--- config.mk ---
export PLATFORM = sky130hd
export DESIGN_NAME = csel_adder_pipe
export DESIGN_NICKNAME = d
export VERILOG_FILES = /design/src/rtl/csel_pkg.sv /design/src/rtl/csel_block.sv /design/src/rtl/csel_adder_pipe.sv
export SDC_FILE = /design/constraint.sdc
export NUM_CORES = 1
export LEC_CHECK = 0
export CORE_ASPECT_RATIO = 0.7
export CORE_MARGIN = 2
export CORE_UTILIZATION = 51
export DETAILED_ROUTE_END_ITERATION = 12
export PLACE_DENSITY = 0.77
export SLEW_MARGIN = 20
export SYNTH_ARGS = -nofsm -noshare
export SYNTH_HDL_FRONTEND = slang
export SYNTH_HIERARCHICAL = 1
export SYNTH_SLANG_ARGS = --single-unit
--- constraint.sdc ---
create_clock -name clk -period 4.9 [get_ports clk]
set_input_delay 1.47 -clock clk [delete_from_list [all_inputs] [get_ports clk]]
set_output_delay 1.47 -clock clk [all_outputs]
set_load 0.03 [all_outputs]
--- src/rtl/csel_pkg.sv ---
// Shared defaults and elaboration-time helpers for the pipelined carry-select adder.
package csel_pkg;

    localparam int WIDTH_DEF = 32;
    localparam int BLK_DEF   = 4;
    localparam int BPS_DEF   = 2;

    function automatic int nstg(input int width, input int blk, input int bps);
        return width / (blk * bps);
    endfunction

    // Bit offset of stage s's operand-skew register inside the packed skew vector.
    // Stage k carries width - (k+1)*sw unprocessed bits of B.
    function automatic int b_off(input int s, input int width, input int sw);
        return s * width - (sw * s * (s + 1)) / 2;
    endfunction

    function automatic bit params_legal(input int width, input int blk, input int bps);
        return (blk >= 2) && (bps >= 1) && (width > 0) && ((width % (blk * bps)) == 0);
    endfunction

endpackage

--- src/rtl/csel_block.sv ---
// One carry-select block: two ripple chains (carry-in 0 and 1) plus an output select.
// With FIRST set both chains take the true carry, so the block degenerates to a plain ripple adder.
module csel_block #(
    parameter int BLK   = 4,
    parameter bit FIRST = 1'b0
) (
    input  logic [BLK-1:0] a,
    input  logic [BLK-1:0] b,
    input  logic           cin_sel,
    output logic [BLK-1:0] s,
    output logic           cout,
    output logic           c_msb_in
);

    logic [BLK:0]   k0;
    logic [BLK:0]   k1;
    logic [BLK-1:0] s0;
    logic [BLK-1:0] s1;

    always_comb begin
        k0    = '0;
        k1    = '0;
        s0    = '0;
        s1    = '0;
        k0[0] = FIRST ? cin_sel : 1'b0;
        k1[0] = FIRST ? cin_sel : 1'b1;
        for (int i = 0; i < BLK; i++) begin
            s0[i]   = a[i] ^ b[i] ^ k0[i];
            k0[i+1] = (a[i] & b[i]) | (k0[i] & (a[i] ^ b[i]));
            s1[i]   = a[i] ^ b[i] ^ k1[i];
            k1[i+1] = (a[i] & b[i]) | (k1[i] & (a[i] ^ b[i]));
        end
    end

    assign s        = cin_sel ? s1 : s0;
    assign cout     = cin_sel ? k1[BLK] : k0[BLK];
    assign c_msb_in = cin_sel ? k1[BLK-1] : k0[BLK-1];

endmodule

--- src/rtl/csel_adder_pipe.sv ---
// Pipelined carry-select adder/subtractor with valid/ready flow control and full backpressure.
// Each stage resolves BLK*BPS sum bits; unprocessed A bits share the stage register with the partial sum.
module csel_adder_pipe
    import csel_pkg::*;
#(
    parameter int WIDTH = WIDTH_DEF,
    parameter int BLK   = BLK_DEF,
    parameter int BPS   = BPS_DEF
) (
    input  logic             clk,
    input  logic             rst_n,
    input  logic             in_valid,
    output logic             in_ready,
    input  logic [WIDTH-1:0] in1,
    input  logic [WIDTH-1:0] in2,
    input  logic             cin,
    input  logic             sub,
    output logic             out_valid,
    input  logic             out_ready,
    output logic [WIDTH-1:0] sum,
    output logic             carryout,
    output logic             overflow
);

    localparam int SW   = BLK * BPS;
    localparam int NSTG = nstg(WIDTH, BLK, BPS);
    localparam int BW   = b_off(NSTG - 1, WIDTH, SW);
    localparam int BW_A = (BW > 0) ? BW : 1;

    if (!params_legal(WIDTH, BLK, BPS)) begin : g_bad_params
        $error("csel_adder_pipe: WIDTH must be a multiple of BLK*BPS and BLK must be >= 2");
    end

    logic [WIDTH-1:0] b_eff;
    logic             cin_eff;
    logic [NSTG-1:0]  v_q;
    logic [NSTG-1:0]  c_q;
    logic [NSTG-1:0]  en;
    logic [WIDTH-1:0] acc_q [NSTG];
    logic [BW_A-1:0]  b_pipe;
    logic             cm_q;

    assign b_eff   = in2 ^ {WIDTH{sub}};
    assign cin_eff = cin ^ sub;

    // Enables ripple back from the output so an empty stage always accepts.
    always_comb begin
        en         = '0;
        en[NSTG-1] = ~v_q[NSTG-1] | out_ready;
        for (int k = NSTG - 2; k >= 0; k--) begin
            en[k] = ~v_q[k] | en[k+1];
        end
    end

    for (genvar s = 0; s < NSTG; s++) begin : g_stg
        localparam int LO   = s * SW;
        localparam int DONE = LO + SW;
        localparam int RB   = WIDTH - DONE;
        localparam int BIN  = (s == 0) ? 0 : b_off(s - 1, WIDTH, SW);
        localparam int BOUT = b_off(s, WIDTH, SW);

        logic [WIDTH-1:0] acc_in;
        logic [WIDTH-1:0] acc_nxt;
        logic [WIDTH-1:0] acc_r;
        logic [SW-1:0]    a_cur;
        logic [SW-1:0]    b_cur;
        logic [SW-1:0]    s_cur;
        logic [BPS:0]     kc;
        logic [BPS-1:0]   km;
        logic             c_in;
        logic             v_up;
        logic             v_r;
        logic             c_r;
        logic             unused_km;

        if (s == 0) begin : g_src
            assign acc_in = in1;
            assign b_cur  = b_eff[SW-1:0];
            assign c_in   = cin_eff;
            assign v_up   = in_valid;
        end else begin : g_src
            assign acc_in = acc_q[s-1];
            assign b_cur  = b_pipe[BIN +: SW];
            assign c_in   = c_q[s-1];
            assign v_up   = v_q[s-1];
        end

        assign a_cur = acc_in[LO +: SW];
        assign kc[0] = c_in;

        for (genvar j = 0; j < BPS; j++) begin : g_blk
            csel_block #(
                .BLK   (BLK),
                .FIRST ((s == 0) && (j == 0))
            ) u_blk (
                .a        (a_cur[j*BLK +: BLK]),
                .b        (b_cur[j*BLK +: BLK]),
                .cin_sel  (kc[j]),
                .s        (s_cur[j*BLK +: BLK]),
                .cout     (kc[j+1]),
                .c_msb_in (km[j])
            );
        end

        // Only the very top block's carry-into-MSB feeds overflow.
        assign unused_km = ^km;

        always_comb begin
            acc_nxt           = acc_in;
            acc_nxt[LO +: SW] = s_cur;
        end

        always_ff @(posedge clk) begin
            if (!rst_n) begin
                v_r   <= 1'b0;
                acc_r <= '0;
                c_r   <= 1'b0;
            end else begin
                if (en[s]) begin
                    v_r <= v_up;
                end
                if (en[s] && v_up) begin
                    acc_r <= acc_nxt;
                    c_r   <= kc[BPS];
                end
            end
        end

        assign v_q[s]   = v_r;
        assign c_q[s]   = c_r;
        assign acc_q[s] = acc_r;

        if (s < NSTG - 1) begin : g_skew
            logic [RB-1:0] b_nxt;
            logic [RB-1:0] b_r;

            if (s == 0) begin : g_bsrc
                assign b_nxt = b_eff[WIDTH-1:SW];
            end else begin : g_bsrc
                assign b_nxt = b_pipe[BIN + SW +: RB];
            end

            always_ff @(posedge clk) begin
                if (!rst_n) begin
                    b_r <= '0;
                end else if (en[s] && v_up) begin
                    b_r <= b_nxt;
                end
            end

            assign b_pipe[BOUT +: RB] = b_r;
        end

        if (s == NSTG - 1) begin : g_ovf
            logic cm_r;

            always_ff @(posedge clk) begin
                if (!rst_n) begin
                    cm_r <= 1'b0;
                end else if (en[s] && v_up) begin
                    cm_r <= km[BPS-1];
                end
            end

            assign cm_q = cm_r;
        end
    end

    assign in_ready  = en[0];
    assign out_valid = v_q[NSTG-1];
    assign sum       = acc_q[NSTG-1];
    assign carryout  = c_q[NSTG-1];
    assign overflow  = cm_q ^ c_q[NSTG-1];

endmodule

==> results.json <==
{
  "slew_headroom": 0.4051,
  "yosys.cell_types.count": 28,
  "pre_cts_slack_ns": -0.1572,
  "drt_iter0_markers": 502,
  "die_area_sq_um": 18190,
  "syn_area_sq_um": 8726,
  "ys_warn_count": 6,
  "p_comb_frac": 0.095,
  "die-height_um": 113.4,
  "syn-mean-instance-area_sq_um": 8.832,
  "max-cap-violations": 0,
  "num_vias": 6830,
  "synth_top_area_cell": "dfxtp_1",
  "grt_antenna_before_repair": 0,
  "cts-root-buf": "clkbuf_16",
  "clockPowerShare": 0.414,
  "cts_buffer_depth": 2,
  "yosysSeqAreaShare": 0.4244,
  "cts_tree": "yes",
  "power.switching_uw": 784.8,
  "worst_slack_ns": 0.3098,
  "cts.sinks": 185,
  "rr_startpoint": "g_stg[1].acc_r[16]",
  "r2r_slack_ns": 1.31,
  "start_util": 0.5275,
  "switching_share": 0.2417,
  "synth_common_cells": "185 x dfxtp_1, 115 x nand2_1, 87 x a21oi_1",
  "grt_first_pass_wirelength_um": 31600,
  "viasPerCell": 5.344,
  "core_sq_um": 16540,
  "synthArstFlopShare": 0,
  "grt_overflow": 0,
  "numCtsBuffers": 17,
  "cp.arrival_ns": 4.90,
  "numPortBuffers": 105,
  "row_count": 39,
  "nets": 1149,
  "post-route-drc-count": 0,
  "p_leak_uw": 0.004265,
  "fin_crit_ns": 4.590,
  "post_cts_resized": 0,
  "hold_path_end": "g_stg[0].acc_r[17]",
  "setup_violations": 0,
  "min_from": "g_stg[0].acc_r[17]",
  "area_delta_synth_final_pct": 18.94,
  "yosysMostFrequentCell": "dfxtp_1",
  "ff2ff_path_depth": 16,
  "clock_latency_ns": 0.43,
  "multi_input_area_sq_um": 4339,
  "cts.htree.levels": 4,
  "yosys_register_bits": 185,
  "fmax_ghz": 0.2179,
  "dp_hpwl_um": 12390,
  "r2r_end": "g_stg[2].acc_r[23]",
  "postCtsHoldBufs": 0,
  "routedWlPerCell_um": 14.61,
  "slew_violations": 0,
  "worst_ep_required_time_ns": 5.21,
  "hold-path-cell-count": 2,
  "first_pass_iters": 5,
  "seq_power_share": 0.491,
  "synth_top_area_frac": 0.4244,
  "first_global_vias": 6607,
  "nFillCells": 1412,
  "holdCritPathClass": "register to register",
  "syn_inst": 988,
  "antenna_cells": 0,
  "path_max_fanout": 2,
  "endpoint_kind": "register",
  "grt_max_degree": 85,
  "period_share": 0.9368,
  "die_w_um": 160.3,
  "p_total_uw": 3247,
  "synth_area_leaders": "dfxtp_1 42%, mux2i_1 7.3%, fa_1 5.7%",
  "start_kind": "input port",
  "post_cts_buffers": 0,
  "syn_nets": 1097,
  "p_per_area_nw_per_um2": 312.8,
  "path_class": "input port to register",
  "ys.flop_type": "dfxtp_1",
  "p_int_uw": 2462,
  "clk_pin_slew_ns": 0.07,
  "skew_ns": 0.01334,
  "grt_usage": 0.2111,
  "rsz0062_at_grt": "no",
  "final-hold-violation-count": 0,
  "drtAntennaViolNets": 0,
  "worst_slew_pin_slew_ns": 0.8911,
  "ios": 106,
  "drt-total-wl_um": 18680,
  "status": "finished clean",
  "drive_above_1_share": 0.05318,
  "synth-edff-count": 0,
  "seq_area_sq_um": 3706,
  "place.gp.congestion": 0.7454,
  "peakVddDrop_uv": 184.0
}
cells by family after synthesis:
family | share of synthesized area
compound gates | 0.1712
simple gates | 0.1332
flops | 0.4244
buf+inv | 0.07915
mux | 0.07342
xor+xnor | 0.04115
fa+ha+maj | 0.07743
metal layers:
layer,part of all wire,GRT usage,vias to the layer above
li1,-,-,3399
met1,0.46,0.2680,3293
met5,0,0,-
met4,0.010,0.05526,0
met3,0.034,0.04000,22
met2,0.50,0.3737,116
cell type report:
cell class                      count  share of cell area
Timing Repair Buffer              123              0.1167
Tap cell                          225             0.02712
Inverter                           70             0.02532
Sequential cell                   185              0.3571
Multi-Input combinational cell    643              0.4181
Clock inverter                      9            0.008680
Clock buffer                       23             0.04702
registers in the layout, indices dropped and copies added (netlist names):
name and count:
carryout 1, g_stg.acc_r 96, g_stg.g_skew.b_r 48, g_stg.v_r 3
g_stg.c_r 3, sum 32, out_valid 1, cm_q 1
worst max-delay path by stage:
stage,start,to,slack [ns],cells past startpoint
3_3_place_gp,in2[0],g_stg[0].acc_r[7],-0.04,18
2_1_floorplan,sub,g_stg[0].acc_r[7],0.10,19
4_1_cts,in2[0],g_stg[0].acc_r[7],0.30,18
3_5_place_dp,in2[0],g_stg[0].acc_r[7],-0.16,18
5_1_grt,in2[0],g_stg[0].acc_r[7],0.13,18
6_report,in2[0],g_stg[0].acc_r[7],0.31,18
metrics by stage:
step           instance area [sq um]  hold slack [ns]    util  cells  setup TNS, ns
6_report                       10380           0.4582  0.6274   1278              0
5_1_grt                        10380           0.4780  0.6274   1278              0
4_1_cts                        10350           0.4597  0.6257   1277              0
3_5_place_dp                    9773           0.4504  0.5908   1245        -0.1572
3_3_place_gp                    9773           0.4457  0.5908   1245       -0.04203
2_1_floorplan                   8726           0.4347       -    988              0
worst max-delay path, cell delays in order:
cell and delay (ns):
clkdlybuf4s50_1 0.47, xor2_1 0.15, inv_1 0.07, fa_1 0.39
inv_1 0.07, fa_1 0.16, inv_1 0.05, fa_1 0.34
inv_1 0.07, fa_1 0.21, mux2i_1 0.25, fa_1 0.20
inv_1 0.05, fa_1 0.34, inv_1 0.07, fa_1 0.40
nand2_1 0.07, mux2i_1 0.07
power groups by stage:
| stage | clock network (uW) | registers (uW) | logic, uW |
|---|---|---|---|
| floorplan | 0 | 1620 | 207 |
| global placement | 0 | 1630 | 300 |
| detailed placement | 0 | 1630 | 309 |
| CTS | 1370 | 1600 | 312 |
| global route | 1430 | 1600 | 348 |
| finish | 1340 | 1600 | 309 |
cell usage in the layout, fill, tap and decap left out, types with 2 or more instances in the layout:
| master | Yosys | routed |
|---|---|---|
| clkbuf_16 | 0 | 17 |
| a21oi_1 | 87 | 87 |
| clkdlybuf4s50_1 | 0 | 103 |
| mux2i_1 | 64 | 64 |
| clkinv_2 | 0 | 2 |
| ha_1 | 14 | 14 |
| inv_1 | 69 | 69 |
| buf_4 | 2 | 17 |
| o21a_1 | 41 | 41 |
| o21ai_0 | 83 | 83 |
| dfxtp_2 | 0 | 2 |
| clkbuf_8 | 0 | 4 |
| fa_1 | 25 | 25 |
| and3_1 | 41 | 41 |
| nand3_1 | 83 | 83 |
| dfxtp_1 | 185 | 183 |
| a21boi_0 | 41 | 41 |
| xor2_1 | 41 | 41 |
| clkinvlp_4 | 0 | 2 |
| clkbuf_1 | 68 | 2 |
| clkinv_4 | 0 | 3 |
| nand2_1 | 115 | 115 |
Note: power is estimated with default switching activity, not from simulation.
